$ cat config.mk
export PLATFORM = sky130hd
export DESIGN_NAME = fp_adder_arbiter_flat
export DESIGN_NICKNAME = d
export VERILOG_FILES = /design/src/rtl/fp_adder_arbiter_if.sv /design/src/rtl/fp_adder_arbiter.sv /design/src/flat_wrapper.sv
export SDC_FILE = /design/constraint.sdc
export NUM_CORES = 1
export LEC_CHECK = 0
export ABC_AREA = 1
export CORE_AREA = 2 2 156 158
export DETAILED_ROUTE_END_ITERATION = 6
export DIE_AREA = 0 0 158 160
export PLACE_DENSITY = 0.77
export RECOVER_POWER = 25
export SETUP_SLACK_MARGIN = 0.2
export SLEW_MARGIN = 30
export SYNTH_ARGS = -nofsm -noshare
export SYNTH_HDL_FRONTEND = slang
export SYNTH_SLANG_ARGS = --single-unit
$ cat constraint.sdc
create_clock -name clk_in -period 4.15 [get_ports clk_in]
set_input_delay 0.83 -clock clk_in [delete_from_list [all_inputs] [get_ports clk_in]]
set_output_delay 0.83 -clock clk_in [all_outputs]
set_load 0.05 [all_outputs]
$ cat src/rtl/fp_adder_arbiter_if.sv
// Requester, adder-IP and status signals of the shared float adder arbiter.
interface fp_adder_arbiter_if #(
    parameter int unsigned NUM_REQ = 4
);
    logic [NUM_REQ-1:0]         req_valid_in;
    logic [NUM_REQ-1:0][31:0]   req_a_in;
    logic [NUM_REQ-1:0][31:0]   req_b_in;
    logic [NUM_REQ-1:0]         req_ready_out;
    logic [NUM_REQ-1:0]         res_valid_out;
    logic [31:0]                res_data_out;
    logic [31:0]                add_a_out;
    logic [31:0]                add_b_out;
    logic                       add_valid_out;
    logic [31:0]                add_result_in;
    logic                       add_result_valid_in;
    logic                       busy_out;
    logic                       err_out;

    // Arbiter side
    modport slave (
        input  req_valid_in, req_a_in, req_b_in, add_result_in, add_result_valid_in,
        output req_ready_out, res_valid_out, res_data_out, add_a_out, add_b_out,
               add_valid_out, busy_out, err_out
    );

    // Requesters plus adder IP side
    modport master (
        output req_valid_in, req_a_in, req_b_in, add_result_in, add_result_valid_in,
        input  req_ready_out, res_valid_out, res_data_out, add_a_out, add_b_out,
               add_valid_out, busy_out, err_out
    );
endinterface

$ cat src/rtl/fp_adder_arbiter.sv
// Round-robin sharing of one pipelined float adder among NUM_REQ requesters.
// Each issued operation's requester id rides a tag FIFO so the in-order
// adder result can be steered back; after reset the adder pipeline is
// drained (FLUSH) before any request is accepted.
module fp_adder_arbiter #(
    parameter int unsigned NUM_REQ     = 4,
    parameter int unsigned ADD_LATENCY = 11,
    parameter int unsigned TAG_DEPTH   = 16
) (
    input  logic              clk_in,
    input  logic              rst_n_in,
    fp_adder_arbiter_if.slave bus
);
    localparam int unsigned IDX_W     = (NUM_REQ > 1) ? $clog2(NUM_REQ) : 1;
    localparam int unsigned PTR_W     = $clog2(TAG_DEPTH);
    localparam int unsigned CNT_W     = PTR_W + 1;
    localparam int unsigned FLUSH_END = ADD_LATENCY + 1;
    localparam int unsigned FCNT_W    = $clog2(FLUSH_END + 1);

    typedef enum logic {FLUSH = 1'b0, RUN = 1'b1} state_t;

    state_t             state;
    state_t             state_next;
    logic [FCNT_W-1:0]  flush_cnt;
    logic [FCNT_W-1:0]  flush_cnt_next;

    logic [IDX_W-1:0]   rr_ptr;
    logic [IDX_W-1:0]   rr_next;
    logic [IDX_W-1:0]   scan;
    logic [IDX_W-1:0]   grant_idx;
    logic               grant_any;

    logic [IDX_W-1:0]   tag_mem [TAG_DEPTH];
    logic [PTR_W-1:0]   wr_ptr;
    logic [PTR_W-1:0]   rd_ptr;
    logic [CNT_W-1:0]   count;
    logic [CNT_W-1:0]   count_next;
    logic               push;
    logic               pop;
    logic               spurious;

    // FSM state register
    always_ff @(posedge clk_in) begin
        if (!rst_n_in) begin
            state     <= FLUSH;
            flush_cnt <= '0;
        end else begin
            state     <= state_next;
            flush_cnt <= flush_cnt_next;
        end
    end

    // FSM next state: drain the adder for ADD_LATENCY+1 cycles, then run
    always_comb begin
        state_next     = state;
        flush_cnt_next = flush_cnt;
        case (state)
            FLUSH: begin
                if (flush_cnt == FCNT_W'(FLUSH_END)) begin
                    state_next = RUN;
                end else begin
                    flush_cnt_next = flush_cnt + FCNT_W'(1);
                end
            end
            RUN:     state_next = RUN;
            default: state_next = FLUSH;
        endcase
    end

    // Round-robin grant: first valid at or after rr_ptr, only with tag room
    always_comb begin
        bus.req_ready_out = '0;
        grant_any         = 1'b0;
        grant_idx         = '0;
        scan              = rr_ptr;
        if (state == RUN && count < CNT_W'(TAG_DEPTH)) begin
            for (int unsigned k = 0; k < NUM_REQ; k++) begin
                if (!grant_any && bus.req_valid_in[scan]) begin
                    grant_any = 1'b1;
                    grant_idx = scan;
                end
                scan = (scan == IDX_W'(NUM_REQ - 1)) ? '0 : scan + IDX_W'(1);
            end
            if (grant_any) begin
                bus.req_ready_out[grant_idx] = 1'b1;
            end
        end
    end

    // Tag FIFO control; results in FLUSH belong to pre-reset traffic
    always_comb begin
        push       = grant_any;
        pop        = (state == RUN) && bus.add_result_valid_in && (count != '0);
        spurious   = (state == RUN) && bus.add_result_valid_in && (count == '0);
        rr_next    = (grant_idx == IDX_W'(NUM_REQ - 1)) ? '0 : grant_idx + IDX_W'(1);
        count_next = count;
        case ({push, pop})
            2'b10:   count_next = count + CNT_W'(1);
            2'b01:   count_next = count - CNT_W'(1);
            default: count_next = count;
        endcase
    end

    // Tag storage, no reset needed: only read below the valid count
    always_ff @(posedge clk_in) begin
        if (push) begin
            tag_mem[wr_ptr] <= grant_idx;
        end
    end

    // Issue path, result return, pointers and status
    always_ff @(posedge clk_in) begin
        if (!rst_n_in) begin
            bus.add_a_out     <= '0;
            bus.add_b_out     <= '0;
            bus.add_valid_out <= 1'b0;
            bus.res_valid_out <= '0;
            bus.res_data_out  <= '0;
            bus.busy_out      <= 1'b1;
            bus.err_out       <= 1'b0;
            rr_ptr            <= '0;
            wr_ptr            <= '0;
            rd_ptr            <= '0;
            count             <= '0;
        end else begin
            bus.add_valid_out <= push;
            if (push) begin
                bus.add_a_out <= bus.req_a_in[grant_idx];
                bus.add_b_out <= bus.req_b_in[grant_idx];
                wr_ptr        <= wr_ptr + PTR_W'(1);
                rr_ptr        <= rr_next;
            end
            if (pop) begin
                bus.res_valid_out <= NUM_REQ'(1) << tag_mem[rd_ptr];
                bus.res_data_out  <= bus.add_result_in;
                rd_ptr            <= rd_ptr + PTR_W'(1);
            end else begin
                bus.res_valid_out <= '0;
            end
            if (spurious) begin
                bus.err_out <= 1'b1;
            end
            count        <= count_next;
            bus.busy_out <= (state_next == FLUSH) || (count_next != '0);
        end
    end
endmodule

$ cat src/flat_wrapper.sv
// flat-port wrapper written by rule: the top's interface ports become plain ports
module fp_adder_arbiter_flat 
#(
    parameter int unsigned NUM_REQ     = 4,
    parameter int unsigned ADD_LATENCY = 11,
    parameter int unsigned TAG_DEPTH   = 16
)
  (clk_in, rst_n_in, bus_req_valid_in, bus_req_a_in, bus_req_b_in, bus_add_result_in, bus_add_result_valid_in, bus_req_ready_out, bus_res_valid_out, bus_res_data_out, bus_add_a_out, bus_add_b_out, bus_add_valid_out, bus_busy_out, bus_err_out);
  fp_adder_arbiter_if #(.NUM_REQ(NUM_REQ)) bus_i ();
  input  logic clk_in;
  input  logic rst_n_in;
  input wire logic [$bits(bus_i.req_valid_in)-1:0] bus_req_valid_in;
  input wire logic [$bits(bus_i.req_a_in)-1:0] bus_req_a_in;
  input wire logic [$bits(bus_i.req_b_in)-1:0] bus_req_b_in;
  input wire logic [$bits(bus_i.add_result_in)-1:0] bus_add_result_in;
  input wire logic [$bits(bus_i.add_result_valid_in)-1:0] bus_add_result_valid_in;
  output wire logic [$bits(bus_i.req_ready_out)-1:0] bus_req_ready_out;
  output wire logic [$bits(bus_i.res_valid_out)-1:0] bus_res_valid_out;
  output wire logic [$bits(bus_i.res_data_out)-1:0] bus_res_data_out;
  output wire logic [$bits(bus_i.add_a_out)-1:0] bus_add_a_out;
  output wire logic [$bits(bus_i.add_b_out)-1:0] bus_add_b_out;
  output wire logic [$bits(bus_i.add_valid_out)-1:0] bus_add_valid_out;
  output wire logic [$bits(bus_i.busy_out)-1:0] bus_busy_out;
  output wire logic [$bits(bus_i.err_out)-1:0] bus_err_out;
  assign bus_i.req_valid_in = bus_req_valid_in;
  assign bus_i.req_a_in = bus_req_a_in;
  assign bus_i.req_b_in = bus_req_b_in;
  assign bus_i.add_result_in = bus_add_result_in;
  assign bus_i.add_result_valid_in = bus_add_result_valid_in;
  assign bus_req_ready_out = bus_i.req_ready_out;
  assign bus_res_valid_out = bus_i.res_valid_out;
  assign bus_res_data_out = bus_i.res_data_out;
  assign bus_add_a_out = bus_i.add_a_out;
  assign bus_add_b_out = bus_i.add_b_out;
  assign bus_add_valid_out = bus_i.add_valid_out;
  assign bus_busy_out = bus_i.busy_out;
  assign bus_err_out = bus_i.err_out;
  fp_adder_arbiter #(.NUM_REQ(NUM_REQ), .ADD_LATENCY(ADD_LATENCY), .TAG_DEPTH(TAG_DEPTH)) u_core (.clk_in(clk_in), .rst_n_in(rst_n_in), .bus(bus_i));
endmodule
=== Word level (Yosys, flattened, before mapping) ===
Memories as Yosys holds them, arrays and structs flattened. A register that Yosys moved wholly into a read port is not among the register bits.
Cells that the tools add are included.

* Register bits after elaboration: 123
* RAM bits: 32
* Memories: 1

{| class="wikitable"
|+ Memory list
! memory !! depth !! width !! read ports !! clocked after Yosys merged registers in !! wr ports !! line !! source
|-
| u_core.tag_mem || 16 || 2 || 1 || 1 || 1 || fp_adder_arbiter.sv:33 || <nowiki>logic [IDX_W-1:0] tag_mem [TAG_DEPTH];</nowiki>
|}

* Add/subtract/negate cells: 9
* Magnitude comparators: 8
* Equality and inequality tests: 7
* Shift-type cells: 1
* Mux-type cells: 42
* Bitwise logic cells: 3
* Reductions and logical operators: 17

{| class="wikitable"
|+ Operator list
! kind !! number
|-
| $bmux 32 s2 || 2
|-
| $mux 32 || 2
|-
| $mux 2 || 10
|-
| $lt 2x3->1 const B || 6
|-
| $mux 1 || 17
|-
| $mux 4 || 4
|-
| $add 4x1->4 const B || 3
|-
| $eq 2x2->1 const B || 5
|-
| $pmux 5 s2 || 1
|-
| $reduce_bool 5->1 || 2
|-
| $add 2x1->2 const B || 4
|-
| $bmux 1 s2 || 4
|-
| $logic_and 1x1->1 || 8
|-
| $add 5x1->5 const B || 1
|-
| $logic_not 5->1 || 1
|-
| $lt 5x5->1 const B || 1
|-
| $sub 5x1->5 const B || 1
|-
| $eq 4x4->1 const B || 1
|-
| $reduce_and 2->1 || 2
|-
| $shl 1x2->4 const A || 1
|-
| $logic_not 1->1 || 3
|-
| $not 1->1 || 3
|-
| $demux 1 s2 || 1
|-
| $eq 2x1->1 const B || 1
|-
| 3 further kinds || 3
|}

=== Logic depth before layout (Yosys ltp) ===
* Depth in word-level cells: 22
* Depth in mapped cells: 20
* Depth with buffers taken out: 20

=== Worst setup path before layout ===
Ideal clock, no wire load.

* Path type: input-to-output
* Start point: input port bus_req_valid_in[3]
* End point: output port bus_req_ready_out[0]
* Arrival time: 2824 ps
* Data required time: 3320 ps
* Slack: 496 ps
* Stages on the path: 10
* Path through: inv_1 -> nand2_1 -> nand3_1 -> nand2_1 -> nor2_4 -> nand3_1 -> nand2_1 -> nand2_2 -> clkbuf_1 -> nor3_1

* Cells in the longest elaborated chain, start to end: 22
* Elaborated cells on any way between the ends: 34

{| class="wikitable"
|+ RTL lines
! element !! line !! source
|-
| start, declared || flat_wrapper.sv:12 || <nowiki>input wire logic [$bits(bus_i.req_valid_in)-1:0] bus_req_valid_in;</nowiki>
|-
| $bmux 1 s2 || fp_adder_arbiter.sv:78 || <nowiki>if (!grant_any && bus.req_valid_in[scan]) begin</nowiki>
|-
| $mux 1 (not written as such) || fp_adder_arbiter.sv:78 ||
|-
| $mux 1 || fp_adder_arbiter.sv:78 ||
|-
| $mux 1 || fp_adder_arbiter.sv:76 || <nowiki>if (state == RUN && count < CNT_W'(TAG_DEPTH)) begin</nowiki>
|-
| $logic_not 1->1 || fp_adder_arbiter.sv:78 ||
|-
| $logic_and 1x1->1 || fp_adder_arbiter.sv:78 ||
|-
| $mux 1 || fp_adder_arbiter.sv:78 ||
|-
| $mux 1 || fp_adder_arbiter.sv:76 ||
|-
| (+6 left out) || -- ||
|-
| $mux 2 || fp_adder_arbiter.sv:78 ||
|-
| $mux 2 || fp_adder_arbiter.sv:76 ||
|-
| $lt 2x3->1 (not written as such) / $ge 2x1->1 (equally long branches) || fp_adder_arbiter.sv:85 || <nowiki>bus.req_ready_out[grant_idx] = 1'b1;</nowiki>
|-
| $logic_and 1x1->1 (not written as such) || fp_adder_arbiter.sv:85 ||
|-
| $mux 1 (not written as such) || fp_adder_arbiter.sv:85 ||
|-
| $demux 1 s2 || -- ||
|-
| $mux 4 * || fp_adder_arbiter.sv:84 || <nowiki>if (grant_any) begin</nowiki>
|-
| $mux 4 * || fp_adder_arbiter.sv:76 ||
|-
| end, declared || flat_wrapper.sv:17 || <nowiki>output wire logic [$bits(bus_i.req_ready_out)-1:0] bus_req_ready_out;</nowiki>
|}

Mark *: on every way between the ends. The rest lies on a longest branch, timed or not. The select of a mux whose other input is x is not followed.

=== Worst setup path in the final report ===
* Start point: input port bus_req_valid_in[3]
* End point: output port bus_req_ready_out[1]

Same word-level chain as after synthesis.

==> impl_metrics.py <==
metrics = {
    "pwr": {
        "power_frac_seq_pct": 42.9,
        "pwr-share-clk_pct": 43.4,
        "p_leak_nw": 7.21,
        "p_sw_w": 0.000906,
        "sw_frac_of_total_pct": 24.7,
        "power_frac_comb_pct": 13.7,
        "power-per-cell-area_nw_per_um2": 254,
        "peakVddDrop_uv": 239,
        "cellInternalPower_w": 0.00276,
    },
    "logic_synthesis": {
        "syn_inst": 1577,
        "synth_compound_area_share_pct": 4.95,
        "ys.flop_type": "dfxtp_1",
        "yosys_warnings": 0,
        "yosys.area_share.adder_pct": 1.43,
        "synth.avg_cell_area_um2": 6.12,
        "synthArstFlopShare_pct": 0,
        "ys_seq_area_share_pct": 36.3,
        "synth_edf_count": 32,
        "syn_nets": 1883,
        "synth_top_cell_area_share_pct": 26.3,
        "synthXorXnorAreaFrac_pct": 0.454,
        "synthesis.area_um2": 9660,
        "synth_top_family_by_area": "simple AND/OR/NAND/NOR gates",
        "ys_ff_latch": 159,
        "synth-simple-area-share_pct": 37.1,
        "synthMuxAreaShare_pct": 0.933,
        "synthDistinctLibCells": 37,
        "yosys-top-cells-area": "dfxtp_1 26%, nand3_1 14%, inv_1 14%, nand2_1 12%, edfxtp_1 10%",
        "yosys.area.top_type": "dfxtp_1",
    },
    "drt": {
        "first_pass_iters": 5,
        "wl_met3_mm": 3.25,
        "vias_per_cell": 4.72,
        "vias": 10700,
        "routedWlPerCell_um": 14.7,
        "wl_met1_mm": 13.1,
        "routed.top_layer": "met5",
        "drtIter0Drc": 850,
        "drc": 0,
        "postRouteAntennaNets": 0,
        "wl_met2_mm": 16.0,
        "drt_wl_total_mm": 33.1,
    },
    "critical_path": {
        "timing.critical_path.from": "bus_req_valid_in[3]",
        "worstPathMaxFanout": 18,
        "r2r_cells": 18,
        "crit_type": "input pin to primary output",
        "rr_startpoint": "u_core.rr_ptr[0]$_SDFFE_PN0P_",
        "crit_required_ns": 3.32,
        "cp.arrival_ns": 2.83,
        "r2r-end": "u_core.bus.busy_out$_SDFF_PN1_",
        "cp-start-kind": "input pin",
        "cp-end-kind": "primary output",
        "reg2reg_slack_ns": 0.66,
        "endpoint": "bus_req_ready_out[1]",
    },
    "floorplan": {
        "die_w_um": 158,
        "std_cell_rows": 57,
        "die_y_um": 160,
        "start_util_pct": 40.5,
        "core_area_um2": 23800,
        "die_area_um2": 25300,
        "pin_count": 402,
    },
    "sta": {
        "fmax_mhz": 273,
        "setup_viol": 0,
        "drv_slew": 46,
        "rsz0062_at_grt": "false",
        "finalCriticalPeriod_ns": 3.66,
        "worst_slack_ns": 0.492,
        "post-route-period-util_pct": 88.1,
        "max-slew-margin-rel_pct": -14.1,
        "worst_slew_pin_slew_ns": 1.71,
        "worst_hold_slack_ns": 0.477,
        "fin_skew_ns": 0.0167,
        "tns_ns": 0,
        "finalHoldViolCount": 0,
    },
    "global_route": {
        "overflow": 0,
        "grt_max_degree": 129,
        "antenna_found_initial": 4,
        "grt_pass1_wl_mm": 50.6,
        "grt_usage_pct": 25.6,
        "grt_pass1_vias": 9627,
    },
    "clock_tree": {
        "cts_sinks": 159,
        "clock_latency_ns": 0.44,
        "cts_resized": 0,
        "hold_buffers": 0,
        "cts_tree": "yes",
        "clockRootBuffer": "clkbuf_16",
        "cts_buffer_depth": 2,
        "path_clk_slew_ns": 0.07,
        "htree_levels": 4,
        "postCtsSetupRepairBufs": 0,
        "cts_buffers": 17,
    },
    "finish": {
        "drive_gt1_share_pct": 3.41,
        "fin_nets": 2229,
        "area_growth_pct": 49.9,
        "final.fill_count": 2250,
        "stdcell_count": 2261,
        "final_common_cell": "clkdlybuf4s50_1",
        "utilization_pct": 60.8,
        "layout_common_cells": "374 x clkdlybuf4s50_1, 367 x inv_1, 306 x nand2_1, 279 x nand3_1, 240 x nor2_1",
    },
    "placed_design": {
        "portBuffers": 401,
        "hpwl_mm": 24.3,
        "pre_cts_ws_ns": 0.328,
        "gp_congestion": 0.940,
        "dp_cells": 2228,
    },
    "status": {
        "status": "finished, violations left",
        "failed_checks": "max-capacitance violations, max-slew violations",
    },
    "hold_path": {
        "hold_class": "flip-flop to flip-flop",
    },
    "run": {
        "cap_violations": 1,
    },
}
## worst min-delay path by stage
stage / start / end / slack, ns / depth (start not counted)
final: u_core.bus.err_out$_SDFFE_PN0P_ / u_core.bus.err_out$_SDFFE_PN0P_ / 0.48 / 2
after CTS: u_core.bus.err_out$_SDFFE_PN0P_ / u_core.bus.err_out$_SDFFE_PN0P_ / 0.48 / 2
after detailed placement: u_core.bus.err_out$_SDFFE_PN0P_ / u_core.bus.err_out$_SDFFE_PN0P_ / 0.47 / 2
after floorplan: u_core.flush_cnt[2]$_SDFFE_PN0P_ / u_core.flush_cnt[2]$_SDFFE_PN0P_ / 0.46 / 1
after global placement: u_core.bus.err_out$_SDFFE_PN0P_ / u_core.bus.err_out$_SDFFE_PN0P_ / 0.46 / 2
after global routing: u_core.bus.res_data_out[15]$_SDFFE_PN0N_ / u_core.bus.res_data_out[15]$_SDFFE_PN0N_ / 0.50 / 2
## sequential cells by signal, summed over array words and instances (netlist names), 2 cells and up, named ones only
signal / cells
u_core.bus.add_a_out: 32
u_core.bus.add_b_out: 32
u_core.bus.res_data_out: 32
u_core.bus.res_valid_out: 4
u_core.count: 5
u_core.flush_cnt: 4
u_core.rd_ptr: 4
u_core.rr_ptr: 2
u_core.tag_mem: 32
u_core.wr_ptr: 4
## Yosys cell counts, types with 2 or more instances
master,number
ha_1,11
clkbuf_1,40
inv_2,6
edfxtp_1,32
buf_6,4
buf_4,8
nor2_4,3
a21oi_1,17
o21ai_0,57
buf_1,8
o211ai_1,6
xor2_1,3
buf_2,27
nand3_1,279
nor2_1,241
mux2i_1,9
o21ai_1,2
nand2_2,6
nand2_1,306
xnor2_1,2
inv_1,367
nand4_1,2
dfxtp_1,127
## cell families (layout without fill, tap and decap cells)
| group | count (synthesis) | after routing |
|---|---|---|
| compound gates | 89 | 89 |
| xor+xnor | 5 | 5 |
| fa+ha+maj | 11 | 11 |
| buf+inv | 460 | 818 |
| flops | 159 | 159 |
| mux | 9 | 9 |
| other cells | 0 | 2 |
| simple gates | 844 | 844 |
## routing by layer
layer	vias up	track usage, %
li1	5447	-
met1	4769	31.1
met2	407	43.0
met3	53	8.74
met4	4	7.08
met5	-	0
## critical path, cell delays in order
cell	delay, ns
clkdlybuf4s50_1	0.39
inv_1	0.09
nand2_1	0.05
nand3_1	0.10
nand2_1	0.13
nor2_4	0.18
nand2_1	0.08
nor2_2	0.10
nand2_1	0.09
nand2_4	0.11
nand2_4	0.07
clkinv_2	0.21
nand2_1	0.10
inv_1	0.12
buf_12	0.15
## per-stage QoR
step           total power [W]  cell area (um2)
4_1_cts                0.00371            14500
5_1_grt                0.00382            14500
6_report               0.00367            14500
3_3_place_gp           0.00211            13900
2_1_floorplan          0.00179             9660
3_5_place_dp           0.00211            13900
## power by group through the flow
stage          sequential [W]  combinational (W)  clock [W]
2_1_floorplan         0.00161           0.000181          0
3_3_place_gp          0.00161           0.000497          0
3_5_place_dp          0.00161           0.000500          0
4_1_cts               0.00157           0.000503    0.00163
5_1_grt               0.00157           0.000549    0.00169
6_report              0.00157           0.000502    0.00159
## final cells by class
type / instances / area [um2] / share of cell area [%]
Multi-Input combinational cell: 958 / 4350 / 30.0
Antenna cell: 2 / 5.00 / 0.0346
Tap cell: 324 / 405 / 2.80
Sequential cell: 159 / 3500 / 24.2
Clock buffer: 18 / 450 / 3.11
Timing Repair Buffer: 414 / 4220 / 29.1
Clock inverter: 13 / 139 / 0.959
Inverter: 373 / 1400 / 9.70
No activity file was read; power rests on OpenSTA's default activity.
